## config.mk

```make
export PLATFORM = sky130hd
export DESIGN_NAME = wb_cfg_loader
export DESIGN_NICKNAME = d
export VERILOG_FILES = /design/src/rtl/wb_cfg_loader_pkg.sv /design/src/rtl/wb_cfg_loader_fifo.sv /design/src/rtl/wb_cfg_loader.sv
export SDC_FILE = /design/constraint.sdc
export NUM_CORES = 1
export LEC_CHECK = 0
export ABC_CLOCK_PERIOD_IN_PS = 7200
export BUFFER_PORTS_ARGS = -buffer_cell sky130_fd_sc_hd__buf_2
export CORE_MARGIN = 10
export CORE_UTILIZATION = 30
export DETAILED_ROUTE_END_ITERATION = 12
export GPL_TIMING_DRIVEN = 1
export PLACE_DENSITY = 0.43
export SYNTH_ARGS = -nofsm -noshare
export SYNTH_HDL_FRONTEND = slang
export SYNTH_SLANG_ARGS = --single-unit
```

## constraint.sdc

```tcl
create_clock -name wb_clk_i -period 7.2 [get_ports wb_clk_i]
set_input_delay 0.36 -clock wb_clk_i [delete_from_list [all_inputs] [get_ports wb_clk_i]]
set_output_delay 0.36 -clock wb_clk_i [all_outputs]
set_load 0.03 [all_outputs]
```

## src/rtl/wb_cfg_loader_pkg.sv

```systemverilog
// Shared constants and types for the Wishbone configuration loader.
package wb_cfg_loader_pkg;

  // Register word offsets (byte address bits [7:2])
  localparam logic [5:0] OFF_CTRL   = 6'h00;
  localparam logic [5:0] OFF_LEN    = 6'h01;
  localparam logic [5:0] OFF_DATA   = 6'h02;
  localparam logic [5:0] OFF_STATUS = 6'h03;

  // CTRL bit positions
  localparam int CTRL_START  = 0;
  localparam int CTRL_ABORT  = 1;
  localparam int CTRL_IRQ_EN = 2;
  localparam int CTRL_SEL_LO = 4;
  localparam int CTRL_SEL_HI = 7;

  // STATUS bit positions
  localparam int STS_BUSY   = 0;
  localparam int STS_DONE   = 1;
  localparam int STS_FULL   = 2;
  localparam int STS_EMPTY  = 3;
  localparam int STS_OVF    = 4;
  localparam int STS_LVL_LO = 8;

  // Width of one configuration word
  localparam int WORD_W = 32;

  typedef enum logic [1:0] {
    S_IDLE  = 2'd0,
    S_FETCH = 2'd1,
    S_SHIFT = 2'd2,
    S_DONE  = 2'd3
  } state_e;

endpackage

```

## src/rtl/wb_cfg_loader_fifo.sv

```systemverilog
// Synchronous first-word-fall-through FIFO holding configuration words.
// Pointers carry one extra wrap bit so full and empty are distinguishable.
module cfg_fifo #(
  parameter int DEPTH = 8,
  parameter int WIDTH = 32,
  localparam int AW = $clog2(DEPTH)
) (
  input  logic             clk,
  input  logic             rst_n,
  input  logic             push,
  input  logic             pop,
  input  logic             flush,
  input  logic [WIDTH-1:0] din,
  output logic [WIDTH-1:0] dout,
  output logic             full,
  output logic             empty,
  output logic [AW:0]      level
);

  logic [WIDTH-1:0] mem_q [DEPTH];
  logic [AW:0]      wr_ptr_q, wr_ptr_d;
  logic [AW:0]      rd_ptr_q, rd_ptr_d;
  logic             do_push;
  logic             do_pop;

  assign empty = (wr_ptr_q == rd_ptr_q);
  assign full  = (wr_ptr_q[AW] != rd_ptr_q[AW]) &&
                 (wr_ptr_q[AW-1:0] == rd_ptr_q[AW-1:0]);
  assign level = wr_ptr_q - rd_ptr_q;
  assign dout  = mem_q[rd_ptr_q[AW-1:0]];

  // Pointer update; a push into a full FIFO is accepted only alongside a pop
  always_comb begin
    do_pop   = pop & ~empty;
    do_push  = push & (~full | do_pop);
    wr_ptr_d = wr_ptr_q;
    rd_ptr_d = rd_ptr_q;
    if (flush) begin
      wr_ptr_d = '0;
      rd_ptr_d = '0;
    end else begin
      if (do_push) wr_ptr_d = wr_ptr_q + (AW+1)'(1);
      if (do_pop)  rd_ptr_d = rd_ptr_q + (AW+1)'(1);
    end
  end

  // Pointer registers
  always_ff @(posedge clk) begin
    if (!rst_n) begin
      wr_ptr_q <= '0;
      rd_ptr_q <= '0;
    end else begin
      wr_ptr_q <= wr_ptr_d;
      rd_ptr_q <= rd_ptr_d;
    end
  end

  // Storage; contents need no reset since the pointers define validity
  always_ff @(posedge clk) begin
    if (do_push && !flush) mem_q[wr_ptr_q[AW-1:0]] <= din;
  end

endmodule

```

## src/rtl/wb_cfg_loader.sv

```systemverilog
// Wishbone slave that buffers configuration words and shifts them LSB-first
// into one of NUM_CHAINS fabric configuration chains.
//
//   state   | meaning
//   --------+-----------------------------------------------------------
//   S_IDLE  | waiting for start; shift outputs quiet
//   S_FETCH | waiting for a word in the FIFO, then pops it into sreg
//   S_SHIFT | one bit per cycle onto the selected chain
//   S_DONE  | load finished; raises done and returns to idle
module wb_cfg_loader
  import wb_cfg_loader_pkg::*;
#(
  parameter int          NUM_CHAINS = 4,
  parameter int          FIFO_DEPTH = 8,
  parameter int          LEN_W      = 20,
  parameter logic [31:0] BASE_ADDR  = 32'h3000_0000
) (
  input  logic                  wb_clk_i,
  input  logic                  wb_rstn_i,
  input  logic                  wbs_stb_i,
  input  logic                  wbs_cyc_i,
  input  logic                  wbs_we_i,
  input  logic [3:0]            wbs_sel_i,
  input  logic [31:0]           wbs_adr_i,
  input  logic [31:0]           wbs_dat_i,
  output logic                  wbs_ack_o,
  output logic [31:0]           wbs_dat_o,
  output logic [NUM_CHAINS-1:0] cfg_data_o,
  output logic [NUM_CHAINS-1:0] cfg_shift_o,
  output logic                  cfg_done_o,
  output logic                  irq_o
);

  localparam int         LVL_W        = $clog2(FIFO_DEPTH) + 1;
  localparam logic [4:0] NUM_CHAINS_L = 5'(NUM_CHAINS);
  localparam logic [4:0] BIT_LAST     = 5'(WORD_W - 1);

  state_e                state_q, state_d;
  logic                  ack_q, ack_d;
  logic [31:0]           rdata_q, rdata_d;
  logic                  irq_en_q, irq_en_d;
  logic [3:0]            chain_sel_q, chain_sel_d;
  logic [3:0]            chain_q, chain_d;
  logic [LEN_W-1:0]      len_q, len_d;
  logic [LEN_W-1:0]      rem_q, rem_d;
  logic [WORD_W-1:0]     sreg_q, sreg_d;
  logic [4:0]            bitcnt_q, bitcnt_d;
  logic                  done_q, done_d;
  logic                  ovf_q, ovf_d;
  logic [NUM_CHAINS-1:0] shift_q, shift_d;
  logic [NUM_CHAINS-1:0] data_q, data_d;
  logic [NUM_CHAINS-1:0] chain_oh;

  logic                  adr_match, wb_hit, wr_hit, rd_hit;
  logic [5:0]            reg_off;
  logic                  ctrl_wr, len_wr, data_wr;
  logic                  start_req, abort_req;
  logic [3:0]            new_sel;
  logic [31:0]           status_w;

  logic                  fifo_pop, fifo_flush;
  logic [WORD_W-1:0]     fifo_dout;
  logic                  fifo_full, fifo_empty;
  logic [LVL_W-1:0]      fifo_level;
  logic                  unused_ok;

  // Byte lanes and the byte offset within a word play no role
  assign unused_ok = ^{wbs_sel_i, wbs_adr_i[1:0]};

  assign adr_match = (wbs_adr_i[31:8] == BASE_ADDR[31:8]);
  assign wb_hit    = wbs_stb_i & wbs_cyc_i & adr_match & ~ack_q;
  assign wr_hit    = wb_hit & wbs_we_i;
  assign rd_hit    = wb_hit & ~wbs_we_i;
  assign reg_off   = wbs_adr_i[7:2];
  assign ctrl_wr   = wr_hit & (reg_off == OFF_CTRL);
  assign len_wr    = wr_hit & (reg_off == OFF_LEN);
  assign data_wr   = wr_hit & (reg_off == OFF_DATA);
  assign abort_req = ctrl_wr & wbs_dat_i[CTRL_ABORT];
  assign start_req = ctrl_wr & wbs_dat_i[CTRL_START] & ~wbs_dat_i[CTRL_ABORT];
  assign new_sel   = wbs_dat_i[CTRL_SEL_HI:CTRL_SEL_LO];

  cfg_fifo #(
    .DEPTH (FIFO_DEPTH),
    .WIDTH (WORD_W)
  ) u_fifo (
    .clk   (wb_clk_i),
    .rst_n (wb_rstn_i),
    .push  (data_wr),
    .pop   (fifo_pop),
    .flush (fifo_flush),
    .din   (wbs_dat_i),
    .dout  (fifo_dout),
    .full  (fifo_full),
    .empty (fifo_empty),
    .level (fifo_level)
  );

  // STATUS read word assembled from live state
  always_comb begin
    status_w                    = '0;
    status_w[STS_BUSY]          = (state_q != S_IDLE);
    status_w[STS_DONE]          = done_q;
    status_w[STS_FULL]          = fifo_full;
    status_w[STS_EMPTY]         = fifo_empty;
    status_w[STS_OVF]           = ovf_q;
    status_w[STS_LVL_LO +: 8]   = 8'(fifo_level);
  end

  // Next-state logic: bus registers, loader FSM, registered chain outputs
  always_comb begin
    state_d     = state_q;
    ack_d       = wb_hit;
    rdata_d     = '0;
    irq_en_d    = irq_en_q;
    chain_sel_d = chain_sel_q;
    chain_d     = chain_q;
    len_d       = len_q;
    rem_d       = rem_q;
    sreg_d      = sreg_q;
    bitcnt_d    = bitcnt_q;
    done_d      = done_q;
    ovf_d       = ovf_q;
    fifo_pop    = 1'b0;
    fifo_flush  = 1'b0;

    if (ctrl_wr) begin
      irq_en_d    = wbs_dat_i[CTRL_IRQ_EN];
      chain_sel_d = new_sel;
    end
    if (len_wr) len_d = wbs_dat_i[LEN_W-1:0];

    if (rd_hit) begin
      case (reg_off)
        OFF_CTRL:   rdata_d = {24'b0, chain_sel_q, 1'b0, irq_en_q, 2'b0};
        OFF_LEN:    rdata_d = 32'(len_q);
        OFF_STATUS: rdata_d = status_w;
        default:    rdata_d = '0;
      endcase
    end

    case (state_q)
      S_IDLE: begin
        if (start_req && ({1'b0, new_sel} < NUM_CHAINS_L)) begin
          done_d  = 1'b0;
          chain_d = new_sel;
          rem_d   = len_q;
          state_d = (len_q == '0) ? S_DONE : S_FETCH;
        end
      end
      S_FETCH: begin
        if (!fifo_empty) begin
          fifo_pop = 1'b1;
          sreg_d   = fifo_dout;
          bitcnt_d = BIT_LAST;
          state_d  = S_SHIFT;
        end
      end
      S_SHIFT: begin
        sreg_d = sreg_q >> 1;
        rem_d  = rem_q - LEN_W'(1);
        if (rem_q == LEN_W'(1)) begin
          state_d = S_DONE;
        end else if (bitcnt_q == '0) begin
          state_d = S_FETCH;
        end else begin
          bitcnt_d = bitcnt_q - 5'd1;
        end
      end
      S_DONE: begin
        done_d  = 1'b1;
        state_d = S_IDLE;
      end
      default: state_d = S_IDLE;
    endcase

    // Abort overrides whatever the FSM decided this cycle
    if (abort_req) begin
      state_d    = S_IDLE;
      done_d     = done_q;
      fifo_pop   = 1'b0;
      fifo_flush = 1'b1;
    end

    if (rd_hit && (reg_off == OFF_STATUS)) ovf_d = 1'b0;
    if (data_wr && fifo_full && !fifo_pop) ovf_d = 1'b1;

    // Chain outputs are registered: drive the bit that sreg_d will present
    chain_oh = NUM_CHAINS'(1) << chain_d;
    if (state_d == S_SHIFT) begin
      shift_d = chain_oh;
      data_d  = chain_oh & {NUM_CHAINS{sreg_d[0]}};
    end else begin
      shift_d = '0;
      data_d  = '0;
    end
  end

  // State registers with synchronous active-low reset
  always_ff @(posedge wb_clk_i) begin
    if (!wb_rstn_i) begin
      state_q     <= S_IDLE;
      ack_q       <= 1'b0;
      rdata_q     <= '0;
      irq_en_q    <= 1'b0;
      chain_sel_q <= '0;
      chain_q     <= '0;
      len_q       <= '0;
      rem_q       <= '0;
      sreg_q      <= '0;
      bitcnt_q    <= '0;
      done_q      <= 1'b0;
      ovf_q       <= 1'b0;
      shift_q     <= '0;
      data_q      <= '0;
    end else begin
      state_q     <= state_d;
      ack_q       <= ack_d;
      rdata_q     <= rdata_d;
      irq_en_q    <= irq_en_d;
      chain_sel_q <= chain_sel_d;
      chain_q     <= chain_d;
      len_q       <= len_d;
      rem_q       <= rem_d;
      sreg_q      <= sreg_d;
      bitcnt_q    <= bitcnt_d;
      done_q      <= done_d;
      ovf_q       <= ovf_d;
      shift_q     <= shift_d;
      data_q      <= data_d;
    end
  end

  assign wbs_ack_o   = ack_q;
  assign wbs_dat_o   = rdata_q;
  assign cfg_shift_o = shift_q;
  assign cfg_data_o  = data_q;
  assign cfg_done_o  = done_q;
  assign irq_o       = done_q & irq_en_q;

endmodule

```

### After elaboration in Yosys (flattened, before gate mapping)

Memories as Yosys holds them, arrays and structs flattened. A register that Yosys moved wholly into a read port is not among the register bits.
Cells that the tools add are included.

* memories kept: 1
* memory bits (writable): 256
* bits in registers: 139
* bits of input ports: 73
* output and inout bits: 43

* bitwise logic cells: 23
* mux-type cells: 30
* shift operators: 1
* reductions and logical operators: 24
* magnitude comparators: 1
* equal/unequal tests: 16
* add/subtract/negate cells: 5

Memories
* u_fifo.mem_q: words 8, width 32, read ports 1, clocked after Yosys merged registers in 1, wr ports 1, RTL line wb_cfg_loader_fifo.sv:20 `logic [WIDTH-1:0] mem_q [DEPTH];`

Operators with widths (number)
* case mux 32 bit (2 select lines): 1
* case mux 20 bit (3 select lines): 1
* case mux 20 bit (2 select lines): 1
* 2-to-1 mux 32 bit: 1
* equality test 24 x 22 -> 1 bit, second input constant: 1
* equality test 20 x 1 -> 1 bit, second input constant: 1
* logical NOT 20 bit: 1
* 2-to-1 mux 20 bit: 1
* subtractor 20 x 1 -> 20 bit, second input constant: 1
* 2-to-1 mux 5 bit: 3
* AND 1 bit: 14
* equality test 6 x 2 -> 1 bit, second input constant: 2
* 2-to-1 mux 2 bit: 6
* case mux 5 bit (2 select lines): 1
* nonzero test 2 bit: 5
* 2-to-1 mux 1 bit: 9
* adder 4 x 1 -> 4 bit, second input constant: 2
* 2-to-1 mux 4 bit: 2
* != test 2 bit, second input constant: 4
* case mux 2 bit (4 select lines): 1
* AND reduction 2 bit: 4
* inverter 1 bit: 7
* equality test 2 bit, second input constant: 3
* equality test 6 x 1 -> 1 bit, second input constant: 1
* 20 further kinds: 27

### Logic depth before layout (Yosys ltp)

Gate-level depths: netlist (run 1).

* word-level depth: 13
* depth in mapped cells: 9

### Cells and area by module

From an unflattened synthesis (run 1), not the netlist that was laid out.

* cell total of the unflattened synthesis: 1092
* area, all modules: 16079.2 um^2

By module, submodules not included
* cfg_fifo: area an instance 10422.5 um^2, instances 1, cells an instance 446
* wb_cfg_loader: area an instance 5656.7 um^2, instances 1, cells an instance 646

### Worst setup path after synthesis (run 1)

OpenSTA, ideal clock, no wires.

* path kind: reg-to-reg
* start point: reg u_fifo.wr_ptr_q[0]
* end point: mem u_fifo.mem_q[1][0] (enable)
* clock period less this slack: 5.112 ns
* arrival time: 4.611 ns
* required time: 6.699 ns
* cell stages (with the launch flop): 8
* path slack: 2.088 ns
* cells stage by stage: dfxtp_1 -> inv_1 -> ha_1 -> nand3_1 -> o21ai_2 -> o21ai_2 -> nand2_1 -> nor4_1

* cells in the longest elaborated chain, start to end: 10
* elaborated cells between the ends (all ways): 14

RTL lines
* start, declared: RTL line wb_cfg_loader_fifo.sv:21 `logic [AW:0] wr_ptr_q, wr_ptr_d;`
* start signal, assigned: RTL line wb_cfg_loader_fifo.sv:53 `wr_ptr_q <= wr_ptr_d;`
* equality test 4 bit: RTL line wb_cfg_loader_fifo.sv:26 `assign empty = (wr_ptr_q == rd_ptr_q);`
* 2-to-1 mux 1 bit: RTL line wb_cfg_loader.sv:151 `if (!fifo_empty) begin`
* 2-to-1 mux 1 bit: RTL line wb_cfg_loader.sv:141 `case (state_q)`
* 2-to-1 mux 1 bit: RTL line wb_cfg_loader.sv:177 `if (abort_req) begin`
* AND 1 bit: RTL line wb_cfg_loader_fifo.sv:34 `do_pop = pop & ~empty;`
* OR 1 bit: RTL line wb_cfg_loader_fifo.sv:35 `do_push = push & (~full | do_pop);`
* AND 1 bit: RTL line wb_cfg_loader_fifo.sv:35
* logical AND 1 bit: RTL line wb_cfg_loader_fifo.sv:60 `if (do_push && !flush) mem_q[wr_ptr_q[AW-1:0]] <= din;`
* 2-to-1 mux 1 bit: RTL line wb_cfg_loader_fifo.sv:60
* 2-to-1 mux 1 bit (not written as such): RTL line wb_cfg_loader_fifo.sv:60
* end, declared: RTL line wb_cfg_loader_fifo.sv:20

Parallel ways exist; a longest one is shown, timed or not.

### Worst setup path in the final report (run 1)

* start point: reg u_fifo.wr_ptr_q[0]
* end point: mem u_fifo.mem_q[3][13] (enable)

The elaborated chain is that of the path after synthesis.

==> results.py, run 1 <==
metrics = {
    "run_status": {
        "status": "completed",
    },
    "setup_path": {
        "crit_start": "u_fifo.wr_ptr_q[0]",
        "timing.rr.end": "u_fifo.mem_q[3][13]",
        "required_ns": 7.39,
        "worst_path_max_delay_cell": "buf_4",
        "path_max_fanout": 32,
        "arrival_ns": 3.33,
        "crit_top_cell": "o21ai_2",
        "path_class": "register to register",
        "path_cells": "inv_1 > ha_1 > nand3_1 > o21ai_2 > o21ai_2 > nand2_1 > nor4_2 > buf_4",
        "critPathLaunchType": "register",
        "cp-endpoint": "u_fifo.mem_q[3][13]",
        "r2r_slack_ns": 4.06,
        "worstReg2RegStart": "u_fifo.wr_ptr_q[0]",
        "max_stage_delay_ns": 0.56,
        "rr_worst_depth": 8,
        "end_kind": "register",
    },
    "synthesis": {
        "synth_warnings": 0,
        "synthAdderAreaFrac_pct": 1.22,
        "synth_top_family_by_area": "multiplexers",
        "synth-edff-count": 256,
        "synth_compound_area_share_pct": 7.39,
        "ys_seq_elements": 386,
        "synth_area_um2": 16000,
        "ys.flop_type": "edfxtp_1",
        "synth_simple_gate_area_share_pct": 10.8,
        "syn_avg_cell_area_um2": 14.4,
        "synth_xor_area_share_pct": 0.656,
        "async_flop_share_pct": 0,
        "synthCells": 1114,
        "synth_cell_type_count": 81,
        "ys_seq_area_share_pct": 64.2,
        "synthMuxAreaShare_pct": 12.9,
    },
    "layout": {
        "antenna_cells": 0,
        "area_delta_synth_final_pct": 16.5,
        "final_area_um2": 18700,
        "multi_input_area_um2": 5400,
        "nets": 1302,
        "final_cells": 1937,
        "final_cell_mix": "edfxtp_1 (256), dfxtp_1 (127), buf_2 (97)",
        "fin_util_pct": 35.4,
        "drive_gt1_share_pct": 22.9,
        "regArea_um2": 10300,
        "mostFrequentLayoutCell": "edfxtp_1",
        "fillerInstances": 5130,
    },
    "global_route": {
        "grt_start_max_net_pins": 79,
        "antenna_found_initial": 0,
        "grt_pass1_vias": 9904,
        "grt.total_usage_pct": 12.5,
        "grt_pass1_wl_mm": 61.0,
        "overflow": 0,
    },
    "power_and_ir_drop": {
        "power_density_nw_per_um2": 248,
        "cellLeakagePower_nw": 6.05,
        "vdd_ir_drop_max_mv": 0.118,
        "totalPowerFinal_w": 0.00464,
    },
    "drt": {
        "via_count": 9328,
        "drcViolationCount": 0,
        "first_pass_iters": 4,
        "wl_mm": 39.7,
        "avgViaCountPerCell": 4.82,
        "drtIter0Drc": 657,
        "wl_per_cell_um": 20.5,
        "postRouteAntennaNets": 0,
    },
    "timing": {
        "hold_viol": 0,
        "final.min_clock_period_ns": 3.14,
        "slew_violations": 0,
        "rsz0062_at_grt": "no",
        "fmax_mhz": 318,
        "worstMarginPinSlew_ns": 1.15,
        "skew_ns": 0.0215,
        "setup_viol": 0,
        "slew_headroom_pct": 22.8,
        "setup_tns_ns": 0,
        "period_share_pct": 43.6,
    },
    "clocking": {
        "insertion_delay_ns": 0.57,
        "cts.clk_slew.worst_paths_ns": 0.06,
        "post_cts_resize_count": 0,
        "cts-buffers-inserted": 44,
        "cts_sinks": 386,
        "cts.path.max_buffers": 3,
        "cts_root_buf": "clkbuf_16",
        "ctsHtreeMaxLevel": 2,
        "cts_tree": "built",
        "postCtsHoldBufs": 0,
        "postCtsSetupBuffers": 0,
    },
    "place": {
        "placed_cell_area_um2": 17300,
        "place_inst": 1856,
        "io_buffers": 97,
        "dp_hpwl_mm": 23.7,
        "gp_congestion": 0.772,
    },
    "floorplan": {
        "die_y_um": 251,
        "rows": 84,
        "initial_core_util_pct": 30.4,
        "dieArea_um2": 63000,
        "ios": 116,
        "die_width_um": 251,
        "coreArea_um2": 52800,
    },
    "hold_path": {
        "hp-class": "input port to register",
    },
    "run": {
        "maxCapViolCount": 0,
    },
}
## kinds of logic (layout without fill, tap and decap cells)
family,after synthesis,in the layout
compound gates,175,175
flops,386,386
other cells,1,12
xor+xnor,12,12
buf+inv,95,219
mux,129,129
fa+ha+maj,15,15
simple gates,301,301
## flip-flops by register name, indices dropped and copies added (netlist names), named ones only
name and count:
chain_sel_q 4, len_q 20, state_q 2, u_fifo.rd_ptr_q 4, cfg_data_o 4, u_fifo.wr_ptr_q 4, chain_q 4, sreg_q 32
wbs_ack_o 1, rem_q 20, bitcnt_q 5, wbs_dat_o 20, irq_en_q 1, u_fifo.mem_q 256, ovf_q 1, cfg_done_o 1
cfg_shift_o 4
## metrics by stage
stage / hold slack, ns / setup WS, ns
global route: 0.0525 / 3.72
global placement: 0.458 / 3.98
CTS: 0.0204 / 3.96
floorplan: 0.436 / 2.09
detailed placement: 0.465 / 3.96
finish: 0.0574 / 4.06
## worst min-delay path by stage
| stage | startpoint | end | slack (ns) | depth (start not counted) |
|---|---|---|---|---|
| after floorplan | rem_q[7] | rem_q[7] | 0.44 | 2 |
| after global placement | rem_q[7] | rem_q[7] | 0.46 | 2 |
| after detailed placement | rem_q[16] | rem_q[16] | 0.47 | 2 |
| after CTS | wbs_dat_i[24] | u_fifo.mem_q[4][24] | 0.02 | 1 |
| after global routing | wbs_dat_i[24] | u_fifo.mem_q[5][24] | 0.05 | 1 |
| final | wbs_dat_i[24] | u_fifo.mem_q[1][24] | 0.06 | 1 |
## where the power goes
part           switching [W]  internal (W)
Clock               0.000888       0.00130
Combinational      0.0000624     0.0000251
Sequential       0.000000193       0.00236
## synth_stat cells (all sizes together), types with 4 or more instances
| cell | count | share of area, % |
|---|---|---|
| a21boi | 7 | 0.33 |
| a21oi | 21 | 0.66 |
| a22oi | 35 | 1.6 |
| a31oi | 11 | 0.43 |
| and2 | 12 | 0.47 |
| and3 | 5 | 0.20 |
| buf | 38 | 1.4 |
| clkbuf | 35 | 0.82 |
| dfxtp | 130 | 16 |
| edfxtp | 256 | 48 |
| ha | 14 | 1.1 |
| inv | 21 | 0.49 |
| mux2i | 65 | 4.1 |
| mux4 | 62 | 8.7 |
| nand2 | 73 | 1.7 |
| nand3 | 16 | 0.53 |
| nand3b | 4 | 0.21 |
| nand4 | 7 | 0.46 |
| nor2 | 56 | 1.3 |
| nor2b | 62 | 2.4 |
| nor3 | 22 | 0.75 |
| nor4 | 19 | 1.5 |
| o211ai | 5 | 0.32 |
| o21a | 8 | 0.37 |
| o21ai | 54 | 1.7 |
| o221a | 5 | 0.35 |
| o31ai | 5 | 0.27 |
| or2 | 5 | 0.20 |
| or3 | 4 | 0.16 |
| xnor2 | 5 | 0.27 |
| xor2 | 7 | 0.38 |
## per-layer routing
layer,part of all wire (%),vias to the layer above,wire length (um),GRT usage (%)
met5,0,-,0,0
met1,47,4717,18700,16.8
met4,2.0,0,797,3.86
met3,3.5,50,1390,2.23
met2,47,138,18700,20.1
li1,-,4423,-,-
## layout make-up
type	count	share of cell area, %
clock inverter	15	0.851
tap	688	4.61
sequential	386	55.2
inverter	22	0.442
timing repair buffer	116	3.36
multi-input combinational	644	28.9
clock buffer	66	6.68
## critical path: cells and delay by family (launching register included)
family          cells  cell delay, ns
compound gates      2            0.44
simple gates        3            0.80
fa+ha+maj           1            0.33
buf+inv             2            0.69
flops               1            0.45
Note: power is estimated with default switching activity, not from simulation.
==> run 2: changes to the inputs <==
- ABC_CLOCK_PERIOD_IN_PS: 7200 -> 3120
- clock period: 7.2 -> 3.12 ns (I/O delays scaled with it)
==> results.py, run 2 (synthesis gave the netlist of run 1 again) <==
metrics = {
    "run_status": {
        "status": "completed",
    },
    "setup_path": {
        "arrival_ns": 3.08,
        "cp-endpoint": "u_fifo.mem_q[3][15]",
        "crit_start": "u_fifo.wr_ptr_q[0]",
        "worstReg2RegStart": "u_fifo.wr_ptr_q[0]",
        "critPathLaunchType": "register",
        "path_max_fanout": 32,
        "path_class": "register to register",
        "rr_worst_depth": 8,
        "required_ns": 3.36,
        "timing.rr.end": "u_fifo.mem_q[3][15]",
        "end_kind": "register",
        "r2r_slack_ns": 0.28,
    },
    "power_and_ir_drop": {
        "intPower_w": 0.00871,
        "switching_power_w": 0.00224,
        "clkPwrFrac_pct": 48.1,
        "power_density_nw_per_um2": 565,
        "power_switching_share_pct": 20.4,
        "seq_power_share_pct": 49.7,
        "vdd_ir_drop_max_mv": 0.323,
        "cellLeakagePower_nw": 6.34,
        "combPwrFrac_pct": 2.2,
    },
    "global_route": {
        "overflow": 0,
        "grt_pass1_wl_mm": 62.4,
        "grt_pass1_vias": 10082,
        "grt_start_max_net_pins": 95,
        "antenna_found_initial": 1,
        "grt.total_usage_pct": 12.8,
    },
    "clocking": {
        "cts.path.max_buffers": 3,
        "ctsHtreeMaxLevel": 2,
        "post_cts_resize_count": 0,
        "cts_root_buf": "clkbuf_16",
        "cts-buffers-inserted": 46,
        "insertion_delay_ns": 0.58,
        "cts.clk_slew.worst_paths_ns": 0.06,
        "cts_tree": "built",
        "cts_sinks": 386,
    },
    "timing": {
        "timing.final.ws_setup_ns": 0.278,
        "hold_viol": 0,
        "hold_slack_ns": 0.0961,
        "slew_headroom_pct": 35.3,
        "fmax_mhz": 352,
        "setup_tns_ns": 0,
        "worstMarginPinSlew_ns": 0.970,
        "skew_ns": 0.0285,
        "rsz0062_at_grt": "no",
        "final.min_clock_period_ns": 2.84,
        "slew_violations": 0,
        "setup_viol": 0,
        "period_share_pct": 91.1,
    },
    "drt": {
        "wl_per_cell_um": 20.3,
        "drtIter0Drc": 583,
        "postRouteAntennaNets": 0,
        "drcViolationCount": 0,
        "via_count": 9480,
        "wl_mm": 40.4,
        "avgViaCountPerCell": 4.76,
        "first_pass_iters": 5,
    },
    "floorplan": {
        "die_width_um": 251,
        "rows": 84,
        "die_y_um": 251,
        "ios": 116,
        "coreArea_um2": 52800,
        "initial_core_util_pct": 30.4,
        "dieArea_um2": 63000,
    },
    "place": {
        "gp_congestion": 0.791,
        "placed_cell_area_um2": 17500,
        "pre_cts_ws_ns": 0.307,
        "io_buffers": 97,
        "dp_hpwl_mm": 25.1,
    },
    "hold_path": {
        "hp-class": "input port to register",
        "hold_depth": 4,
    },
    "layout": {
        "mostFrequentLayoutCell": "edfxtp_1",
        "fillerInstances": 5031,
        "drive_gt1_share_pct": 23.4,
        "final_cell_mix": "edfxtp_1 (256), dfxtp_1 (126), buf_2 (97)",
        "area_delta_synth_final_pct": 20.9,
        "largest_register_ffs": 256,
        "antenna_cells": 0,
        "nets": 1355,
        "final_area_um2": 19400,
    },
    "run": {
        "maxCapViolCount": 0,
    },
}
==> run 2: cell count changes in the layout (fill, tap and decap cells not counted), moves of 2 or more <==
cell           delta
clkbuf_1          -3
dlygate4sd3_1    +36
bufinv_16         +2
buf_12            +9
buf_4             +6
nor3_2            -3
clkinv_1          +3
nor4_4            +3
nor4_2            -3
nor3_4            +3
==> run 2: layout make-up <==
cell class              instances  area, um^2  area share (%)
well taps                     688         861            4.44
multi-input cells             644        5440            28.1
clock buffers                  63        1230            6.37
repair buffers                167        1210            6.26
inverters                      22        82.6           0.426
clock inverters                22         244            1.26
flip-flops and latches        386       10300            53.2
==> run 2: per-stage QoR <==
| stage | total power (W) | util, % | instances |
|---|---|---|---|
| after floorplan | 0.00564 | - | 1125 |
| after global placement | 0.00576 | 33.2 | 1871 |
| after detailed placement | 0.00576 | 33.2 | 1871 |
| after CTS | 0.0111 | 36.7 | 1992 |
| after global routing | 0.0114 | 36.7 | 1992 |
| final | 0.0109 | 36.7 | 1992 |
==> run 2: worst min path at each step <==
stage | from | to
2_1_floorplan | wbs_dat_i[0] | u_fifo.mem_q[0][0]
3_3_place_gp | wbs_dat_i[20] | u_fifo.mem_q[5][20]
3_5_place_dp | wbs_dat_i[28] | u_fifo.mem_q[6][28]
4_1_cts | wbs_adr_i[6] | wbs_dat_o[4]
5_1_grt | wbs_adr_i[4] | wbs_dat_o[4]
6_report | wbs_adr_i[6] | wbs_dat_o[4]
==> run 2: metal layers <==
metal	vias up	part of all wire [%]	routed length, um	track usage [%]
met3	60	3.4	1360	2.16
met4	2	2.3	910	4.16
met5	-	0.030	12	0
met2	128	48	19400	21.4
li1	4525	-	-	-
met1	4765	46	18600	16.8
==> run 2: power groups by stage <==
stage	combinational [W]	clock, W	sequential (W)
3_5_place_dp	0.000209	0	0.00555
4_1_cts	0.000247	0.00546	0.00544
6_report	0.000240	0.00527	0.00544
3_3_place_gp	0.000205	0	0.00555
2_1_floorplan	0.0000875	0	0.00555
5_1_grt	0.000264	0.00566	0.00544
==> run 2: critical path: stages (launching register included) <==
cell	delay (ns)
dfxtp_1	0.51
inv_1	0.14
ha_1	0.32
nand3_1	0.17
o21ai_2	0.10
o21ai_2	0.22
nand2_1	0.33
nor4_4	0.40
buf_12	0.29
==> run 2: repair_timing <==
item	CTS	global route
endpoints found under the hold margin	283	0
hold buffers	36	0
buffers inserted	0	0
==> run 3: changes to the inputs <==
- CORE_UTILIZATION: 30 -> 60
- PLACE_DENSITY: 0.43 -> 0.77
- RECOVER_POWER: default -> 25
==> results.py, run 3 (synthesis gave the netlist of run 1 again) <==
metrics = {
    "timing": {
        "timing.final.ws_setup_ns": 0.346,
        "hold_slack_ns": 0.0353,
        "setup_tns_ns": 0,
        "setup_viol": 0,
        "period_share_pct": 88.9,
        "fmax_mhz": 360,
        "worstMarginPinSlew_ns": 0.870,
        "final.min_clock_period_ns": 2.77,
        "slew_headroom_pct": 42.0,
        "hold_viol": 0,
        "rsz0062_at_grt": "no",
        "slew_violations": 0,
        "skew_ns": 0.0233,
    },
    "place": {
        "io_buffers": 97,
        "pre_cts_ws_ns": 0.371,
        "dp_hpwl_mm": 22.1,
        "gp_congestion": 0.864,
    },
    "layout": {
        "drive_gt1_share_pct": 21.8,
        "regArea_um2": 10300,
        "fin_util_pct": 71.3,
        "largest_register_ffs": 256,
        "fillerInstances": 1783,
        "final_cell_mix": "edfxtp_1 (256), dfxtp_1 (126), buf_2 (75)",
        "mostFrequentLayoutCell": "edfxtp_1",
        "area_delta_synth_final_pct": 16.2,
        "nets": 1339,
        "antenna_cells": 0,
        "multi_input_area_um2": 5430,
    },
    "floorplan": {
        "dieArea_um2": 33600,
        "rows": 59,
        "initial_core_util_pct": 61.3,
        "coreArea_um2": 26100,
        "die_y_um": 183,
        "die_width_um": 183,
        "ios": 116,
    },
    "setup_path": {
        "arrival_ns": 2.98,
        "end_kind": "register",
        "required_ns": 3.33,
        "critPathLaunchType": "register",
        "path_max_fanout": 32,
        "path_class": "register to register",
    },
    "drt": {
        "avgViaCountPerCell": 6.08,
        "postRouteAntennaNets": 0,
        "drtIter0Drc": 1036,
        "via_count": 9817,
        "wl_mm": 35.8,
        "drcViolationCount": 0,
        "wl_per_cell_um": 22.1,
        "first_pass_iters": 5,
    },
    "clocking": {
        "insertion_delay_ns": 0.53,
        "postCtsSetupBuffers": 0,
        "cts.clk_slew.worst_paths_ns": 0.06,
        "cts.path.max_buffers": 3,
        "cts_sinks": 386,
        "cts-buffers-inserted": 39,
        "ctsHtreeMaxLevel": 2,
        "cts_root_buf": "clkbuf_16",
        "cts_tree": "built",
    },
    "power_and_ir_drop": {
        "totalPowerFinal_w": 0.0104,
        "cellLeakagePower_nw": 6.15,
        "vdd_ir_drop_max_mv": 0.645,
        "power_density_nw_per_um2": 558,
    },
    "global_route": {
        "grt.total_usage_pct": 21.1,
        "antenna_found_initial": 0,
        "grt_pass1_wl_mm": 56.4,
        "grt_pass1_vias": 10219,
        "overflow": 0,
        "grt_start_max_net_pins": 85,
    },
    "hold_path": {
        "hp-class": "input port to register",
    },
    "run": {
        "maxCapViolCount": 0,
    },
    "run_status": {
        "status": "completed",
    },
}
-- run 3: path summary, 6_finish.rpt --
| check | startpoint | to | slack, ns | cells past startpoint |
|---|---|---|---|---|
| setup / recovery | u_fifo.wr_ptr_q[0] | u_fifo.mem_q[0][20] | 0.35 | 9 |
| hold / removal | wb_rstn_i | chain_q[0] | 0.04 | 2 |
| setup reg to reg | u_fifo.wr_ptr_q[0] | u_fifo.mem_q[0][20] | 0.35 | 9 |
| hold reg to reg | rem_q[7] | rem_q[7] | 0.48 | 2 |
-- run 3: worst max-delay path, stage by stage (launching register included) --
cell and delay (ns):
dfxtp_1 0.52, inv_1 0.15, ha_1 0.34, nand3_1 0.16, o21ai_2 0.09, o21ai_2 0.22
nand2_1 0.23, buf_4 0.24, nor4_4 0.21, buf_12 0.27
-- run 3: final cells by class --
cell class                      count  share of cell area (%)
Clock buffer                       46                    5.49
Clock inverter                     24                    1.46
Inverter                           22                   0.443
Multi-Input combinational cell    644                    29.2
Sequential cell                   386                    55.3
Tap cell                          335                    2.25
Timing Repair Buffer              158                    5.89
-- run 3: timing repair --
| item | 4_1_cts | 5_1_grt |
|---|---|---|
| hold buffers | 27 | 0 |
| resized for setup | 0 | 0 |
| endpoints found under the hold margin | 209 | 0 |
| endpoints found under the setup margin | 0 | 0 |
-- run 3: power by group --
part	internal [W]	leakage (nW)	switching, W	total [W]
Sequential	0.00544	3.35	0.000000486	0.00544
Combinational	0.0000757	2.17	0.000143	0.000218
Clock	0.00284	0.639	0.00188	0.00473
Total	0.00836	6.15	0.00203	0.0104
-- run 3: metal layers --
metal	wire, um	vias up	track usage (%)
met5	0	-	0
met4	828	0	6.26
met3	2010	66	3.42
met2	18200	336	36.4
met1	14700	4922	27.1
li1	-	4493	-
-- run 3: metrics by stage --
stage          cells  instance area (um^2)
2_1_floorplan   1125                 16100
3_3_place_gp    1518                 17100
3_5_place_dp    1518                 17100
4_1_cts         1615                 18600
5_1_grt         1615                 18600
6_report        1615                 18600
